`src/rtl/hazard_ctrl_if.sv`:
```
// rtl/hazard_ctrl_if.sv - pipeline/hazard controller signal bundle
interface hazard_ctrl_if #(
  parameter int CW = 32
);
  logic [4:0]    id_rs1;
  logic [4:0]    id_rs2;
  logic          id_uses_rs1;
  logic          id_uses_rs2;
  logic          id_is_mdu;
  logic [4:0]    ex_rd;
  logic          ex_mem_read;
  logic          ex_branch_taken;
  logic          pc_stall;
  logic          ifid_stall;
  logic          ifid_flush;
  logic          idex_stall;
  logic          idex_flush;
  logic          exmem_flush;
  logic [CW-1:0] stall_cnt;
  logic [CW-1:0] flush_cnt;

  modport master (
    output id_rs1, id_rs2, id_uses_rs1, id_uses_rs2, id_is_mdu,
           ex_rd, ex_mem_read, ex_branch_taken,
    input  pc_stall, ifid_stall, ifid_flush, idex_stall, idex_flush,
           exmem_flush, stall_cnt, flush_cnt
  );

  modport slave (
    input  id_rs1, id_rs2, id_uses_rs1, id_uses_rs2, id_is_mdu,
           ex_rd, ex_mem_read, ex_branch_taken,
    output pc_stall, ifid_stall, ifid_flush, idex_stall, idex_flush,
           exmem_flush, stall_cnt, flush_cnt
  );
endinterface

```
`src/rtl/hazard_ctrl.sv`:
```
// rtl/hazard_ctrl.sv - load-use / branch / multi-cycle MDU hazard controller
// Stall and flush controls are combinational from state and inputs; counters saturate.
module hazard_ctrl #(
  parameter int MDU_LAT = 4,
  parameter int CW      = 32
) (
  input  logic clk,
  input  logic rst_n,
  hazard_ctrl_if.slave hif
);
  typedef enum logic {
    IDLE     = 1'b0,
    MDU_BUSY = 1'b1
  } state_t;

  localparam logic [3:0] BUSY_INIT = 4'(MDU_LAT - 1);

  state_t        state_q, state_d;
  logic [3:0]    busy_q, busy_d;
  logic [CW-1:0] stall_q, flush_q;
  logic          lu_hz;
  logic          pc_stall_c, ifid_stall_c, ifid_flush_c;
  logic          idex_stall_c, idex_flush_c, exmem_flush_c;

  assign lu_hz = hif.ex_mem_read && (hif.ex_rd != 5'd0) &&
                 ((hif.id_uses_rs1 && (hif.id_rs1 == hif.ex_rd)) ||
                  (hif.id_uses_rs2 && (hif.id_rs2 == hif.ex_rd)));

  always_ff @(posedge clk or negedge rst_n) begin
    if (!rst_n) begin
      state_q <= IDLE;
      busy_q  <= 4'd0;
    end else begin
      state_q <= state_d;
      busy_q  <= busy_d;
    end
  end

  always_comb begin
    state_d       = state_q;
    busy_d        = busy_q;
    pc_stall_c    = 1'b0;
    ifid_stall_c  = 1'b0;
    ifid_flush_c  = 1'b0;
    idex_stall_c  = 1'b0;
    idex_flush_c  = 1'b0;
    exmem_flush_c = 1'b0;
    case (state_q)
      IDLE: begin
        // A taken branch makes the ID instruction wrong-path, so its hazards are moot
        if (hif.ex_branch_taken) begin
          ifid_flush_c = 1'b1;
          idex_flush_c = 1'b1;
        end else if (lu_hz) begin
          pc_stall_c   = 1'b1;
          ifid_stall_c = 1'b1;
          idex_flush_c = 1'b1;
        end else if (hif.id_is_mdu) begin
          state_d = MDU_BUSY;
          busy_d  = BUSY_INIT;
        end
      end
      MDU_BUSY: begin
        pc_stall_c    = 1'b1;
        ifid_stall_c  = 1'b1;
        idex_stall_c  = 1'b1;
        exmem_flush_c = 1'b1;
        busy_d        = busy_q - 4'd1;
        if (busy_q == 4'd1) begin
          state_d = IDLE;
        end
      end
      default: state_d = IDLE;
    endcase
  end

  assign hif.pc_stall    = rst_n & pc_stall_c;
  assign hif.ifid_stall  = rst_n & ifid_stall_c;
  assign hif.ifid_flush  = rst_n & ifid_flush_c;
  assign hif.idex_stall  = rst_n & idex_stall_c;
  assign hif.idex_flush  = rst_n & idex_flush_c;
  assign hif.exmem_flush = rst_n & exmem_flush_c;

  always_ff @(posedge clk or negedge rst_n) begin
    if (!rst_n) begin
      stall_q <= '0;
      flush_q <= '0;
    end else begin
      if (hif.pc_stall && (stall_q != {CW{1'b1}})) begin
        stall_q <= stall_q + 1'b1;
      end
      if (hif.ifid_flush && (flush_q != {CW{1'b1}})) begin
        flush_q <= flush_q + 1'b1;
      end
    end
  end

  assign hif.stall_cnt = stall_q;
  assign hif.flush_cnt = flush_q;
endmodule

```
`src/flat_wrapper.sv`:
```
// flat-port wrapper written by rule: the top's interface ports become plain ports
module hazard_ctrl_flat 
#(
  parameter int MDU_LAT = 4,
  parameter int CW      = 32
)
  (clk, rst_n, hif_id_rs1, hif_id_rs2, hif_id_uses_rs1, hif_id_uses_rs2, hif_id_is_mdu, hif_ex_rd, hif_ex_mem_read, hif_ex_branch_taken, hif_pc_stall, hif_ifid_stall, hif_ifid_flush, hif_idex_stall, hif_idex_flush, hif_exmem_flush, hif_stall_cnt, hif_flush_cnt);
  hazard_ctrl_if #(.CW(CW)) hif_i ();
  input  logic clk;
  input  logic rst_n;
  input wire logic [$bits(hif_i.id_rs1)-1:0] hif_id_rs1;
  input wire logic [$bits(hif_i.id_rs2)-1:0] hif_id_rs2;
  input wire logic [$bits(hif_i.id_uses_rs1)-1:0] hif_id_uses_rs1;
  input wire logic [$bits(hif_i.id_uses_rs2)-1:0] hif_id_uses_rs2;
  input wire logic [$bits(hif_i.id_is_mdu)-1:0] hif_id_is_mdu;
  input wire logic [$bits(hif_i.ex_rd)-1:0] hif_ex_rd;
  input wire logic [$bits(hif_i.ex_mem_read)-1:0] hif_ex_mem_read;
  input wire logic [$bits(hif_i.ex_branch_taken)-1:0] hif_ex_branch_taken;
  output wire logic [$bits(hif_i.pc_stall)-1:0] hif_pc_stall;
  output wire logic [$bits(hif_i.ifid_stall)-1:0] hif_ifid_stall;
  output wire logic [$bits(hif_i.ifid_flush)-1:0] hif_ifid_flush;
  output wire logic [$bits(hif_i.idex_stall)-1:0] hif_idex_stall;
  output wire logic [$bits(hif_i.idex_flush)-1:0] hif_idex_flush;
  output wire logic [$bits(hif_i.exmem_flush)-1:0] hif_exmem_flush;
  output wire logic [$bits(hif_i.stall_cnt)-1:0] hif_stall_cnt;
  output wire logic [$bits(hif_i.flush_cnt)-1:0] hif_flush_cnt;
  assign hif_i.id_rs1 = hif_id_rs1;
  assign hif_i.id_rs2 = hif_id_rs2;
  assign hif_i.id_uses_rs1 = hif_id_uses_rs1;
  assign hif_i.id_uses_rs2 = hif_id_uses_rs2;
  assign hif_i.id_is_mdu = hif_id_is_mdu;
  assign hif_i.ex_rd = hif_ex_rd;
  assign hif_i.ex_mem_read = hif_ex_mem_read;
  assign hif_i.ex_branch_taken = hif_ex_branch_taken;
  assign hif_pc_stall = hif_i.pc_stall;
  assign hif_ifid_stall = hif_i.ifid_stall;
  assign hif_ifid_flush = hif_i.ifid_flush;
  assign hif_idex_stall = hif_i.idex_stall;
  assign hif_idex_flush = hif_i.idex_flush;
  assign hif_exmem_flush = hif_i.exmem_flush;
  assign hif_stall_cnt = hif_i.stall_cnt;
  assign hif_flush_cnt = hif_i.flush_cnt;
  hazard_ctrl #(.MDU_LAT(MDU_LAT), .CW(CW)) u_core (.clk(clk), .rst_n(rst_n), .hif(hif_i));
endmodule
```
`config.mk`:
```
export PLATFORM = sky130hd
export DESIGN_NAME = hazard_ctrl_flat
export DESIGN_NICKNAME = d
export VERILOG_FILES = /design/src/rtl/hazard_ctrl_if.sv /design/src/rtl/hazard_ctrl.sv /design/src/flat_wrapper.sv
export SDC_FILE = /design/constraint.sdc
export NUM_CORES = 1
export LEC_CHECK = 0
export BUFFER_PORTS_ARGS = -buffer_cell sky130_fd_sc_hd__buf_2
export CAP_MARGIN = 25
export CORE_MARGIN = 2
export CORE_UTILIZATION = 57
export DETAILED_ROUTE_END_ITERATION = 8
export HOLD_SLACK_MARGIN = 0.1
export PLACE_DENSITY = 0.87
export SYNTH_ARGS = -nofsm -noshare
export SYNTH_HDL_FRONTEND = slang
export SYNTH_SLANG_ARGS = --single-unit
```
`constraint.sdc`:
```
create_clock -name clk -period 3.9 [get_ports clk]
set_input_delay 0.78 -clock clk [delete_from_list [all_inputs] [get_ports clk]]
set_output_delay 0.78 -clock clk [all_outputs]
set_load 0.01 [all_outputs]
```
# Word level (Yosys, flattened, before mapping)
# Cells that the tools add are included.
[word_totals] regBits=69 in_bits=22
[op_classes] addsub=3 n_eq_ne=8 n_mux=17 bitwise=5 reduce_logical=9
[op_table] cell="32-bit by 1-bit adder with 32-bit output (second input constant)" n=2
[op_table] cell="32-bit inequality test (second input constant)" n=2
[op_table] cell="4-bit 2-to-1 mux" n=3
[op_table] cell="1-bit 2-to-1 mux" n=11
[op_table] cell="5-bit == test" n=2
[op_table] cell="4-bit one-hot mux with 2 select lines" n=1
[op_table] cell="1-bit logical AND" n=6
[op_table] cell="2-bit inequality test (second input constant)" n=3
[op_table] cell="5-bit nonzero test" n=1
[op_table] cell="1-bit bitwise AND" n=4
[op_table] cell="4-bit by 1-bit == test with 1-bit output (second input constant)" n=1
[op_table] cell="1-bit one-hot mux with 2 select lines" n=2
[op_table] cell="4-bit by 1-bit subtractor with 4-bit output (second input constant)" n=1
[op_table] cell="3-bit AND reduction" n=1
[op_table] cell="1-bit logical OR" n=1
[op_table] cell="1-bit inverter" n=1

# Depth between registers and ports, before layout
[logic_depth] depth_word=9 ltp_mapped=7 ltp_nobuf=7

# Least setup slack after synthesis
# Ideal clock, no wire load.
[synth_timing] kind="input -> output" start="input port hif_ex_rd[0]" end="output port hif_pc_stall" arrival_ns=2.022 required_ns=3.120 slack_ns=1.098 path_stages=6 path_buffers=1 path_cell_list="or4_1 o21a_1 a31o_1 nand2_1 inv_1 buf_4"
[synth_via] elab_chain_len=8 elab_cells_between_ends=12 cone_classes="2 x eq/ne; 3 x mux; 1 x bitwise; 6 x reduce/logical"
[synth_lines] item="start, declared" line_no="flat_wrapper.sv:16" text="input wire logic [$bits(hif_i.ex_rd)-1:0] hif_ex_rd;"
[synth_lines] item="5-bit == test (on tied branches)" line_no="hazard_ctrl.sv:26, hazard_ctrl.sv:27"
[synth_lines] item="1-bit logical AND (on tied branches)" line_no="hazard_ctrl.sv:26, hazard_ctrl.sv:27"
[synth_lines] item="1-bit logical OR" line_no="hazard_ctrl.sv:26" text="((hif.id_uses_rs1 && (hif.id_rs1 == hif.ex_rd)) ||"
[synth_lines] item="1-bit logical AND *" line_no="hazard_ctrl.sv:25" text="assign lu_hz = hif.ex_mem_read && (hif.ex_rd != 5'd0) &&"
[synth_lines] item="1-bit 2-to-1 mux * (2 in series)"
[synth_lines] item="1-bit one-hot mux with 2 select lines *"
[synth_lines] item="1-bit bitwise AND *"
[synth_lines] item="end, declared" line_no="flat_wrapper.sv:19" text="output wire logic [$bits(hif_i.pc_stall)-1:0] hif_pc_stall;"
# Mark *: on every way between the ends. The rest lies on a longest branch, timed or not.

# Worst setup path in the final report
[layout_timing] start="input port hif_ex_rd[0]" end="output port hif_pc_stall"
[layout_via] elab_chain_len=8 elab_cells_between_ends=12 cone_classes="2 x eq/ne; 3 x mux; 1 x bitwise; 6 x reduce/logical"
[layout_lines] item="5-bit == test (on tied branches)" line_no="hazard_ctrl.sv:26, hazard_ctrl.sv:27"
[layout_lines] item="1-bit logical AND (on tied branches)" line_no="hazard_ctrl.sv:26, hazard_ctrl.sv:27"
[layout_lines] item="1-bit logical OR" line_no="hazard_ctrl.sv:26"
[layout_lines] item="1-bit logical AND *" line_no="hazard_ctrl.sv:25"
[layout_lines] item="1-bit 2-to-1 mux *" line_no="hazard_ctrl.sv:54" text="end else if (lu_hz) begin"
[layout_lines] item="1-bit 2-to-1 mux *" line_no="hazard_ctrl.sv:51" text="if (hif.ex_branch_taken) begin"
[layout_lines] item="1-bit one-hot mux with 2 select lines *" line_no="hazard_ctrl.sv:48" text="case (state_q)"
[layout_lines] item="1-bit bitwise AND *" line_no="hazard_ctrl.sv:77" text="assign hif.pc_stall = rst_n & pc_stall_c;"
# Marks and branches as above.

==> results.tsv <==
metric	value	unit
critPathCaptureType	output pin	
crit_slowest_cell	or4_1	
crit_family	simple AND/OR/NAND/NOR gates	
yosysWarnings	0	
cts.sinks	69	
setup_ws	0.923	ns
io_buffers	91	
final_common_cell	buf_2	
wl_met3	498	µm
cellLeakagePower	2.20	nW
tightest_slew	0.850	ns
seq_area_frac_synth	0.502	
totalNegativeSetupSlack	0	ns
preCtsSetupSlack	0.838	ns
cts_tree	built	
antenna_found_initial	0	
synthesis.nets	358	
dpl.hpwl	5560	µm
rows	28	
drt_first_pass_iters	4	
crit_top_cell	buf_2	
rsz0062_at_grt	no	
outcome	completed	
top_layer	met4	
dieWidth	81.7	µm
post-cts-setup-buffer-count	0	
clock.fmax	0.336	GHz
seq_area	1730	µm²
viasPerCell	5.57	
hold_viol_final	0	
power.density	410	nW/µm²
num_vias	2826	
critPathLaunchType	input port	
drtAntennaViolNets	0	
synthCells	332	
diodes	0	
met1_length	3280	µm
setup_viol	0	
initial_core_util	0.585	
area_growth_syn_to_layout	19.8	%
period_needed	2.98	ns
grt_usage	0.236	
cts_buffers	9	
synth-seq-cells	69	
wl	7560	µm
die_y	81.7	µm
clkLatencyLatePin	0.34	ns
drv_slew	0	
cts.repair.resized	0	
cp_slowest_stage_delay	0.51	ns
multi_input_area	1630	µm²
synth_area	3440	µm²
cp_max_fo	3	
crit_buf_inv	3	
final_cell_mix	buf_2, dfrtp_1, xnor2_1	
ys_types	40	
ios	92	
grt_pass1_vias	2641	
avgSynthCellArea	10.4	µm²
nNetsFinal	455	
htree_num_levels	3	
peakVddDrop	0.357	mV
finClkSkew	0.00460	ns
crit_path_cell_trace	buf_2, or4_1, o21a_1, a31o_1, nand2_1, inv_1, buf_2	
hp-class	in -> async	
grt_pass1_wl	11900	µm
clock_path_buffers	2	
clk_pin_slew	0.07	ns
cp_data_arrival_time	2.20	ns
grt_max_degree	43	
overflow	0	
nFillCells	442	
synth_ff_type	dfrtp_1	
wl_per_cell	14.9	µm
clockRootBuffer	clkbuf_8	
maxSlewHeadroom	0.432	
drive_gt1_frac	0.255	
required	3.12	ns
crit_type	in -> out	
postCtsHoldBufs	0	
synth_edf_count	0	
wl_met2	3640	µm
period_share	0.763	
drc	0	
drv_cap	0	
gp_congestion	0.830	
fp.dieArea	6670	µm²
r2r_setup_slack	1.34	ns
drt_iter0_markers	171	
core	5890	µm²
async_reset_ff_frac	1.00	
flip-flops by register name, summed over array words and instances (netlist names):
name                  count
u_core.hif.flush_cnt     32
u_core.hif.stall_cnt     32
u_core.busy_q             4
u_core.state_q            1
metal layers:
| metal | GRT usage | vias up |
|---|---|---|
| met5 | 0 | - |
| met4 | 0.105 | 0 |
| met3 | 0.0670 | 13 |
| met2 | 0.374 | 94 |
| met1 | 0.303 | 1367 |
| li1 | - | 1352 |
kinds of logic after synthesis:
logic type,synth area share
simple gates,0.236
mux,0.00618
fa+ha+maj,0.0145
compound gates,0.0327
xor+xnor,0.183
flops,0.502
buf+inv,0.0251
where the power goes:
part / switching (mW) / internal (mW)
Sequential: 0.0897 / 0.784
Combinational: 0.171 / 0.142
Clock: 0.248 / 0.257
Total: 0.508 / 1.18
through the flow:
step / hold slack (ns) / total power [mW] / cell area, µm² / instances / util
after floorplan: 0.467 / 1.08 / 3440 / 332 / -
after global placement: 0.469 / 1.18 / 3960 / 493 / 0.672
after global routing: 0.507 / 1.79 / 4120 / 507 / 0.700
final: 0.479 / 1.69 / 4120 / 507 / 0.700
after detailed placement: 0.471 / 1.20 / 3960 / 493 / 0.672
after CTS: 0.475 / 1.71 / 4120 / 507 / 0.700
synthesized netlist by cell type (all sizes together), types with 2 or more instances:
library cell | number | area share
buf | 5 | 0.012
nand3 | 21 | 0.031
nor3 | 21 | 0.031
xnor2 | 37 | 0.094
xor2 | 35 | 0.089
nand2 | 36 | 0.039
and4 | 8 | 0.020
a21oi | 3 | 0.0044
nand4 | 21 | 0.038
and2 | 5 | 0.0091
a211oi | 2 | 0.0044
nand3b | 2 | 0.0044
inv | 10 | 0.011
and3 | 11 | 0.021
a31oi | 2 | 0.0055
nor2 | 17 | 0.019
nor4 | 4 | 0.0091
ha | 4 | 0.015
clkbuf | 2 | 0.0022
dfrtp | 69 | 0.50
nor2b | 2 | 0.0036
final cells by class:
| cell class | count | share of cell area |
|---|---|---|
| sequential | 69 | 0.419 |
| clock inverter | 2 | 0.00243 |
| tap | 75 | 0.0228 |
| multi-input combinational | 246 | 0.395 |
| inverter | 10 | 0.00911 |
| clock buffer | 12 | 0.0376 |
| timing repair buffer | 93 | 0.114 |
worst reg2reg max path, stage by stage, from the launching register on:
cell	delay [ns]
dfrtp_1	0.44
and4_1	0.30
and3_1	0.21
nand4b_1	0.12
nand3_1	0.60
nor4b_1	0.60
xor2_1	0.20
worst paths after layout:
path,cells past startpoint,endpoint,start
hold reg to reg,1,u_core.hif.stall_cnt[20],u_core.hif.stall_cnt[20]
hold / removal,2,u_core.busy_q[2],rst_n
setup reg to reg,6,u_core.hif.stall_cnt[11],u_core.hif.stall_cnt[14]
setup / recovery,7,hif_pc_stall,hif_ex_rd[0]
min in group clk,1,u_core.hif.stall_cnt[20],u_core.hif.stall_cnt[20]
max in group asynchronous,2,u_core.hif.flush_cnt[0],rst_n
(Power assumes the default switching activity.)
